File: src/rtl/lsu_pkg.sv
// Shared constants and types for the load/store unit.
package lsu_pkg;

  // RISC-V load/store funct3 codes
  localparam logic [2:0] F3_LB  = 3'b000;
  localparam logic [2:0] F3_LH  = 3'b001;
  localparam logic [2:0] F3_LW  = 3'b010;
  localparam logic [2:0] F3_LBU = 3'b100;
  localparam logic [2:0] F3_LHU = 3'b101;
  localparam logic [2:0] F3_SB  = 3'b000;
  localparam logic [2:0] F3_SH  = 3'b001;
  localparam logic [2:0] F3_SW  = 3'b010;

  // Access size as encoded in funct3[1:0]
  localparam logic [1:0] SZ_BYTE = 2'b00;
  localparam logic [1:0] SZ_HALF = 2'b01;
  localparam logic [1:0] SZ_WORD = 2'b10;

  // dmemory ByteAccess encoding
  localparam logic [1:0] BA_WORD = 2'b00;
  localparam logic [1:0] BA_BYTE = 2'b01;
  localparam logic [1:0] BA_HALF = 2'b10;

  typedef enum logic {IDLE, SPLIT} lsu_state_t;

  // Loads accept lb/lh/lw/lbu/lhu; stores accept only sb/sh/sw.
  function automatic logic f3_illegal(input logic [2:0] f3, input logic write);
    if (write)
      return !((f3 == F3_SB) || (f3 == F3_SH) || (f3 == F3_SW));
    else
      return !((f3 == F3_LB) || (f3 == F3_LH) || (f3 == F3_LW) ||
               (f3 == F3_LBU) || (f3 == F3_LHU));
  endfunction

  // Translate an access size into the memory's ByteAccess code.
  function automatic logic [1:0] size_to_ba(input logic [1:0] size);
    case (size)
      SZ_BYTE: return BA_BYTE;
      SZ_HALF: return BA_HALF;
      default: return BA_WORD;
    endcase
  endfunction

endpackage

File: src/rtl/load_store_unit_load_extend.sv
// Sign/zero extension of a right-aligned load result by access size.
module load_extend
  import lsu_pkg::*;
(
  input  logic [31:0] i_data,
  input  logic [1:0]  i_size,
  input  logic        i_unsigned,
  output logic [31:0] o_data
);

  // Bits above the access size are ignored, so stale upper bytes are harmless.
  always_comb begin
    o_data = i_data;
    case (i_size)
      SZ_BYTE: o_data = {{24{~i_unsigned & i_data[7]}},  i_data[7:0]};
      SZ_HALF: o_data = {{16{~i_unsigned & i_data[15]}}, i_data[15:0]};
      default: o_data = i_data;
    endcase
  end

endmodule

File: src/rtl/load_store_unit.sv
// Load/store unit between the MEM stage and dmemory: funct3 decode,
// load extension, and splitting of misaligned accesses into byte cycles.
module load_store_unit
  import lsu_pkg::*;
#(
  parameter int MISALIGNED = 1
) (
  input  logic        clk,
  input  logic        reset_n,
  input  logic        req_valid,
  input  logic        req_write,
  input  logic [2:0]  req_funct3,
  input  logic [31:0] req_addr,
  input  logic [31:0] req_wdata,
  output logic        stall,
  output logic [31:0] load_data,
  output logic        access_fault,
  output logic        mem_we,
  output logic [1:0]  mem_byte_access,
  output logic [31:0] mem_addr,
  output logic [31:0] mem_wdata,
  input  logic [31:0] mem_rdata
);

  lsu_state_t  r_state;
  logic [1:0]  r_cnt;
  logic [31:0] r_asm;

  logic [1:0]  w_size;
  logic        w_illegal;
  logic        w_misaligned;
  logic [1:0]  w_last;
  logic        w_in_split;
  logic        w_start;
  logic        w_fault;
  logic        w_final;
  logic        w_bytewise;
  logic [1:0]  w_idx;
  logic [7:0]  w_byte;
  logic [31:0] w_assembled;
  logic [31:0] w_ext_in;
  logic [31:0] w_ext_out;

  assign w_size       = req_funct3[1:0];
  assign w_illegal    = f3_illegal(req_funct3, req_write);
  assign w_misaligned = ((w_size == SZ_HALF) && req_addr[0]) ||
                        ((w_size == SZ_WORD) && (req_addr[1:0] != 2'b00));
  assign w_last       = (w_size == SZ_HALF) ? 2'd1 : 2'd3;
  assign w_in_split   = (r_state == SPLIT);
  assign w_start      = (r_state == IDLE) && req_valid && !w_illegal &&
                        w_misaligned && (MISALIGNED != 0);
  assign w_fault      = (r_state == IDLE) && req_valid &&
                        (w_illegal || (w_misaligned && (MISALIGNED == 0)));
  assign w_final      = w_in_split && (r_cnt == w_last);
  assign w_bytewise   = w_start || w_in_split;
  // Byte 0 is issued from IDLE; later bytes are indexed by the counter.
  assign w_idx        = w_in_split ? r_cnt : 2'd0;
  assign w_byte       = req_wdata[{w_idx, 3'b000} +: 8];

  // Merge the byte arriving this cycle into the bytes collected so far.
  always_comb begin
    w_assembled = r_asm;
    w_assembled[{r_cnt, 3'b000} +: 8] = mem_rdata[7:0];
  end

  assign w_ext_in = w_final ? w_assembled : mem_rdata;

  load_extend u_load_extend (
    .i_data     (w_ext_in),
    .i_size     (w_size),
    .i_unsigned (req_funct3[2]),
    .o_data     (w_ext_out)
  );

  // Memory-side and pipeline-side outputs; reset forces the handshake quiet.
  always_comb begin
    stall           = reset_n & (w_start | (w_in_split & ~w_final));
    access_fault    = reset_n & w_fault;
    mem_we          = reset_n & (w_in_split ? req_write
                                            : (req_valid & req_write & ~w_fault));
    load_data       = reset_n ? w_ext_out : 32'h0;
    mem_addr        = req_addr + {30'h0, w_idx};
    mem_byte_access = w_bytewise ? BA_BYTE : size_to_ba(w_size);
    mem_wdata       = w_bytewise ? {24'h0, w_byte} : req_wdata;
  end

  // Split sequencer: walks the byte index and gathers load bytes.
  always_ff @(posedge clk or negedge reset_n) begin
    if (!reset_n) begin
      r_state <= IDLE;
      r_cnt   <= 2'd0;
      r_asm   <= 32'h0;
    end else begin
      case (r_state)
        IDLE: begin
          if (w_start) begin
            r_state <= SPLIT;
            r_cnt   <= 2'd1;
            r_asm   <= {24'h0, mem_rdata[7:0]};
          end
        end
        SPLIT: begin
          if (w_final) begin
            r_state <= IDLE;
            r_cnt   <= 2'd0;
          end else begin
            r_cnt <= r_cnt + 2'd1;
            r_asm[{r_cnt, 3'b000} +: 8] <= mem_rdata[7:0];
          end
        end
        default: r_state <= IDLE;
      endcase
    end
  end

endmodule
File: config.mk
export PLATFORM = sky130hd
export DESIGN_NAME = load_store_unit
export DESIGN_NICKNAME = d
export VERILOG_FILES = /design/src/rtl/lsu_pkg.sv /design/src/rtl/load_store_unit_load_extend.sv /design/src/rtl/load_store_unit.sv
export SDC_FILE = /design/constraint.sdc
export NUM_CORES = 1
export LEC_CHECK = 0
export CAP_MARGIN = 25
export CORE_MARGIN = 2
export CORE_UTILIZATION = 39
export CTS_CLUSTER_SIZE = 16
export DETAILED_ROUTE_END_ITERATION = 16
export PLACE_DENSITY = 0.9
export SYNTH_ARGS = -nofsm -noshare
export SYNTH_HDL_FRONTEND = slang
export SYNTH_SLANG_ARGS = --single-unit
File: constraint.sdc
create_clock -name clk -period 4.1 [get_ports clk]
set_clock_uncertainty 0.05 [all_clocks]
set_input_delay 0.82 -clock clk [delete_from_list [all_inputs] [get_ports clk]]
set_output_delay 0.82 -clock clk [all_outputs]
set_load 0.05 [all_outputs]
# Yosys cells after proc, flatten, opt, wreduce, memory -nomap -nowiden
# Cells that the tools add are included.
word_totals:
  ff_bits: 35
  latch_bits: 0
  ram_bits: 0
  mem_bits_ro: 0
  in_bits: 103
  out_inout_bits: 101
  elab_cells: 71
  memories: 0
op_classes:
  add_sub_neg: 3
  mul: 0
  div_mod_pow: 0
  n_lt_le_gt_ge: 0
  n_eq_ne: 9
  shifts: 3
  mux: 20
  bitwise_logic: 13
  n_reduce_logical: 20
op_table:
  columns: ["cell", "n"]
  rows:
  - ["32-bit two-way mux", 5]
  - ["32-bit case mux with 2 select lines", 2]
  - ["32-bit by 2-bit adder with 32-bit output", 1]
  - ["32-bit bitwise mux", 1]
  - ["8-bit by 7-bit variable shift with 32-bit output, first input constant", 1]
  - ["32-bit by 6-bit variable part select with 8-bit output", 1]
  - ["8-bit by 7-bit variable part select with 32-bit output", 1]
  - ["2-bit two-way mux", 5]
  - ["1-bit bitwise AND", 8]
  - ["2-bit case mux with 2 select lines", 2]
  - ["1-bit logical AND", 7]
  - ["5-bit negation with 7-bit output", 1]
  - ["3-bit == test, second input constant", 2]
  - ["1-bit logical OR", 6]
  - ["1-bit two-way mux", 4]
  - ["2-bit inequality test, second input constant", 2]
  - ["1-bit NOT", 4]
  - ["3-bit by 1-bit == test with 1-bit output, second input constant", 1]
  - ["3-bit by 2-bit == test with 1-bit output, second input constant", 1]
  - ["1-bit logical NOT", 3]
  - ["3-bit logical NOT", 1]
  - ["2-bit by 1-bit adder with 2-bit output, second input constant", 1]
  - ["2-bit by 1-bit == test with 1-bit output, second input constant", 1]
  - ["2-bit == test", 1]
  - ["6 further kinds", 6]

# Logic depth before layout (Yosys ltp)
depth:
  word_depth: 12
  ltp_mapped: 10
  ltp_nobuf: 9

# Modules after synthesis
# Synthesis repeated with hierarchy kept, for this count alone.
hier_totals:
  hier_cells: 555
  hier_area_um2: 4330.4
modules_own_cells:
  columns: ["module", "n_inst", "cells_each", "area_each_um2", "seq_area_each_um2"]
  rows:
  - ["load_store_unit", 1, 488, 3975.1, 875.8]
  - ["load_extend", 1, 67, 355.3, 0.0]

# Worst setup path after synthesis
# Ideal clock, no wire load.
synth_path:
  path_kind: "register -> output"
  from: "register r_state"
  to: "output port mem_addr[31]"
  arrival_time_ns: 3.123
  required_ns: 3.230
  setup_slack_ns: 0.107
  path_stages_with_launch: 11
  path_buffers: 2
  path_cell_list: "dfrtp_1 > inv_1 > clkbuf_1 > clkbuf_1 > nor2_1 > ha_1 > a21o_1 > nor3b_1 > and2_0 > nand4_1 > xnor2_1"
synth_via:
  elab_chain_cells: 2
synth_lines:
  columns: ["item", "line_no", "text"]
  rows:
  - ["start: declaration", "load_store_unit.sv:25", "lsu_state_t r_state;"]
  - ["start signal: assignment", "load_store_unit.sv:90", "r_state <= IDLE;"]
  - ["start signal: assignment", "load_store_unit.sv:97", "r_state <= SPLIT;"]
  - ["start signal: assignment", "load_store_unit.sv:104", "r_state <= IDLE;"]
  - ["2-bit two-way mux", "load_store_unit.sv:57", "assign w_idx = w_in_split ? r_cnt : 2'd0;"]
  - ["32-bit by 2-bit adder with 32-bit output", "load_store_unit.sv:82", "mem_addr = req_addr + {30'h0, w_idx};"]
  - ["end: declaration", "load_store_unit.sv:20", "output logic [31:0] mem_addr,"]
# Every way passes these cells.

# Worst setup path after layout
layout_path:
  from: "input port req_funct3[1]"
  to: "output port load_data[27]"
layout_via:
  elab_chain_cells: 8
  word_cells_on_any_way: 10
  cone_classes: "eq/ne (2); mux (4); bitwise (2); reduce/logical (2)"
layout_lines:
  columns: ["item", "line_no", "text"]
  rows:
  - ["start: declaration", "load_store_unit.sv:12", "input logic [2:0] req_funct3,"]
  - ["2-bit by 1-bit == test with 1-bit output", "load_store_unit_load_extend.sv:14, load_store_unit.sv:48", null]
  - ["2-bit two-way mux", "load_store_unit.sv:48", "assign w_last = (w_size == SZ_HALF) ? 2'd1 : 2'd3;"]
  - ["2-bit == test", "load_store_unit.sv:54", "assign w_final = w_in_split && (r_cnt == w_last);"]
  - ["1-bit logical AND", "load_store_unit.sv:54", null]
  - ["32-bit two-way mux", "load_store_unit.sv:66", "assign w_ext_in = w_final ? w_assembled : mem_rdata;"]
  - ["1-bit bitwise AND, on equally long branches", "load_store_unit_load_extend.sv:16, load_store_unit_load_extend.sv:15", null]
  - ["32-bit case mux with 2 select lines (*)", "load_store_unit_load_extend.sv:14", "case (i_size)"]
  - ["32-bit two-way mux (*)", "load_store_unit.sv:81", "load_data = reset_n ? w_ext_out : 32'h0;"]
  - ["end: declaration", "load_store_unit.sv:16", "output logic [31:0] load_data,"]
# Mark *: on every way between the ends. The rest lies on a longest branch, timed or not.

==> results.yml <==
placed_design:
  preCtsSetupSlack_ns: 0.0654
  routabilityCongestion: 0.941
  hpwl_microns: 12700
  io_buffers: 203
setup_path:
  crit_type: "in -> out"
  rr_worst_depth: 6
  cp_slowest_stage_delay_ns: 0.54
  critical_path_cell_count: 9
  cp_data_required_time_ns: 3.23
  arrival_ns: 3.05
  cp_cell_sequence: "clkdlybuf4s50_1 -> nand2b_4 -> xnor2_1 -> and2_1 -> buf_4 -> buf_4 -> nand2_1 -> a31oi_1 -> buf_12"
  r2r-start: "r_cnt[1]$_DFFE_PN0P_"
  critPathLaunch: "req_funct3[1]"
  r2r_slack_ns: 1.72
  cp_slowest_cell: "clkdlybuf4s50_1"
  start_kind: "primary input"
  cp-end-kind: "output pin"
  rr_endpoint: "r_asm[28]$_DFFE_PN0P_"
  cpMostUsedCell: "buf_4"
  cp_top_family: "buffers and inverters"
  critPathMaxFanout: 12
  crit_buf_inv: 4
  worstSetupEndpoint: "load_data[27]"
synth:
  synthesis.nets: 576
  yosysMostFrequentCell: "nand2_1"
  synth_area_sq_mm: 0.00360
  synth.distinct_cells: 58
  synth.top_cell.area_share_pct: 24.3
  synth_top_cell_by_area: "dfrtp_1"
  synth_area_leaders: "dfrtp_1, nand2_1, xnor2_1"
  yosysWarnings: 0
  ys_async_sr_fraction_pct: 100
  ys_seq_elements: 35
  ys_seq_area_share_pct: 24.3
  synthTopCellsByCount: "nand2_1, dfrtp_1, o21ai_0"
  syn_avg_cell_area_sq_um: 7.72
  synthCells: 466
  synth_edf_count: 0
  synth_ff_type: "dfrtp_1"
grt:
  overflow: 0
  grt_pass1_wl_microns: 24500
  grt_max_degree: 44
  track_usage_pct: 31.0
  grt_pass1_vias: 4873
  antenna_found_initial: 2
clocking:
  post_cts_buffers: 0
  root_buffer: "clkbuf_8"
  h-tree-depth: 2
  cts_tree: "built"
  cts.sinks: 35
  cts_buffer_depth: 2
  cts.clk_slew.worst_paths_ns: 0.06
  cts_buffers: 5
  clkLatencyLatePin_ns: 0.29
job:
  drv_cap: 0
sta:
  worst_pin_slew_ns: 0.636
  setup_tns_ns: 0
  fin_crit_ns: 3.92
  slew_violations: 0
  fin_ws_ns: 0.180
  setup_viol: 0
  hold_viol_final: 0
  timing.fmax_mhz: 255
  fin_crit_sh_pct: 95.6
  rsz0062_at_grt: "no"
  whs_ns: 0.435
  slew_headroom_pct: 57.6
drt:
  wl_per_cell_microns: 20.1
  vias_per_cell: 5.97
  dr.first_iter.drc_count: 348
  drc: 0
  wirelength_microns: 15600
  first_pass_iters: 5
  ant_nets: 0
  dr_total_vias: 4656
floorplanning:
  start_util_pct: 39.5
  dieArea_sq_mm: 0.0100
  die_w_microns: 100
  design.core.area_sq_mm: 0.00911
  die_y_microns: 100
  io_pins: 204
  row_count: 35
final_layout:
  area_growth_pct: 84.6
  nets: 777
  multiInputGateArea_sq_mm: 0.00247
  nFillCells: 575
  drive_gt1_share_pct: 21.9
  register_area_sq_um: 876
pwr:
  powerDensity_mw_per_mm2: 541
  ir_drop_uv: 548
  p_leak_nw: 2.84
worst_hold_path:
  min-delay-path-class: "reg -> reg"
run_status:
  outcome: "finished, final reports clean"
cell families after synthesis:
family          share of synthesized area (%)
fa+ha+maj                                2.64
xor+xnor                                 7.55
buf+inv                                  7.20
simple gates                             27.7
flops                                    24.3
mux                                      3.34
compound gates                           27.2
worst register-to-register path: stages, from the launching register on:
cell and delay [ns]:
dfrtp_1 0.59, inv_2 0.21, ha_1 0.40, nor4_1 0.37, buf_4 0.25, and3_1 0.28
a22o_1 0.18
layer usage:
layer / track usage [%] / part of all wire, % / up-vias
met2: 54.8 / 50 / 307
met4: 19.1 / 6.6 / 0
li1: - / - / 2075
met5: 0 / 0 / -
met1: 32.2 / 33 / 2199
met3: 9.40 / 10 / 75
sequential cells by signal (all words and copies together) (netlist names):
| name | flops |
|---|---|
| r_asm | 32 |
| r_cnt | 2 |
| r_state | 1 |
worst min path at each step:
stage | start | endpoint | slack [ns] | cells after the start
2_1_floorplan | r_asm[15]$_DFFE_PN0P_ | r_asm[15]$_DFFE_PN0P_ | 0.39 | 2
3_3_place_gp | r_asm[15]$_DFFE_PN0P_ | r_asm[15]$_DFFE_PN0P_ | 0.40 | 2
3_5_place_dp | r_asm[18]$_DFFE_PN0P_ | r_asm[18]$_DFFE_PN0P_ | 0.42 | 2
4_1_cts | r_asm[21]$_DFFE_PN0P_ | r_asm[21]$_DFFE_PN0P_ | 0.43 | 2
5_1_grt | r_asm[21]$_DFFE_PN0P_ | r_asm[21]$_DFFE_PN0P_ | 0.47 | 2
6_report | r_asm[21]$_DFFE_PN0P_ | r_asm[21]$_DFFE_PN0P_ | 0.43 | 2
metrics by stage:
| step | utilization (%) | cell area [sq um] | std cells | total power [mW] |
|---|---|---|---|---|
| after detailed placement | 71.8 | 6540 | 771 | 3.31 |
| after CTS | 72.8 | 6630 | 778 | 3.57 |
| after global routing | 72.9 | 6640 | 780 | 3.76 |
| final | 72.9 | 6640 | 780 | 3.59 |
| after floorplan | - | 3600 | 466 | 2.18 |
| after global placement | 71.8 | 6540 | 771 | 3.22 |
cell usage in the layout, fill, tap and decap left out, drive strengths merged, types with 3 or more instances in the layout:
master	count
a21boi	7
a21oi	24
a221oi	8
a22o	24
a31oi	13
a32o	3
and2	28
and3	9
and4bb	3
buf	113
clkbuf	6
clkdlybuf4s50	110
dfrtp	35
ha	6
inv	14
mux2i	12
nand2	76
nand3	23
nand4	7
nor2	31
nor2b	7
nor3	5
o21ai	39
o31ai	9
xnor2	21
xor2	10
where the power goes:
part / internal, mW / switching [mW] / leakage [nW] / total (mW)
combinational: 1.12 / 1.67 / 2.33 / 2.79
clock: 0.132 / 0.119 / 0.0471 / 0.251
sequential: 0.465 / 0.0831 / 0.466 / 0.549
total: 1.72 / 1.88 / 2.84 / 3.59
what timing repair did:
item / 4_1_cts / 5_1_grt
gates resized for setup: 0 / 2
endpoints found under the setup margin: 0 / 8
hold buffers: 0 / 0
area by class of cell:
| type | instances | area share [%] |
|---|---|---|
| diodes | 2 | 0.0754 |
| clock buffers | 6 | 1.24 |
| clock inverters | 1 | 0.0754 |
| inverters | 14 | 0.791 |
| multi-input cells | 388 | 37.2 |
| flip-flops and latches | 35 | 13.2 |
| well taps | 111 | 2.09 |
| repair buffers | 223 | 45.3 |
(Power assumes the default switching activity.)
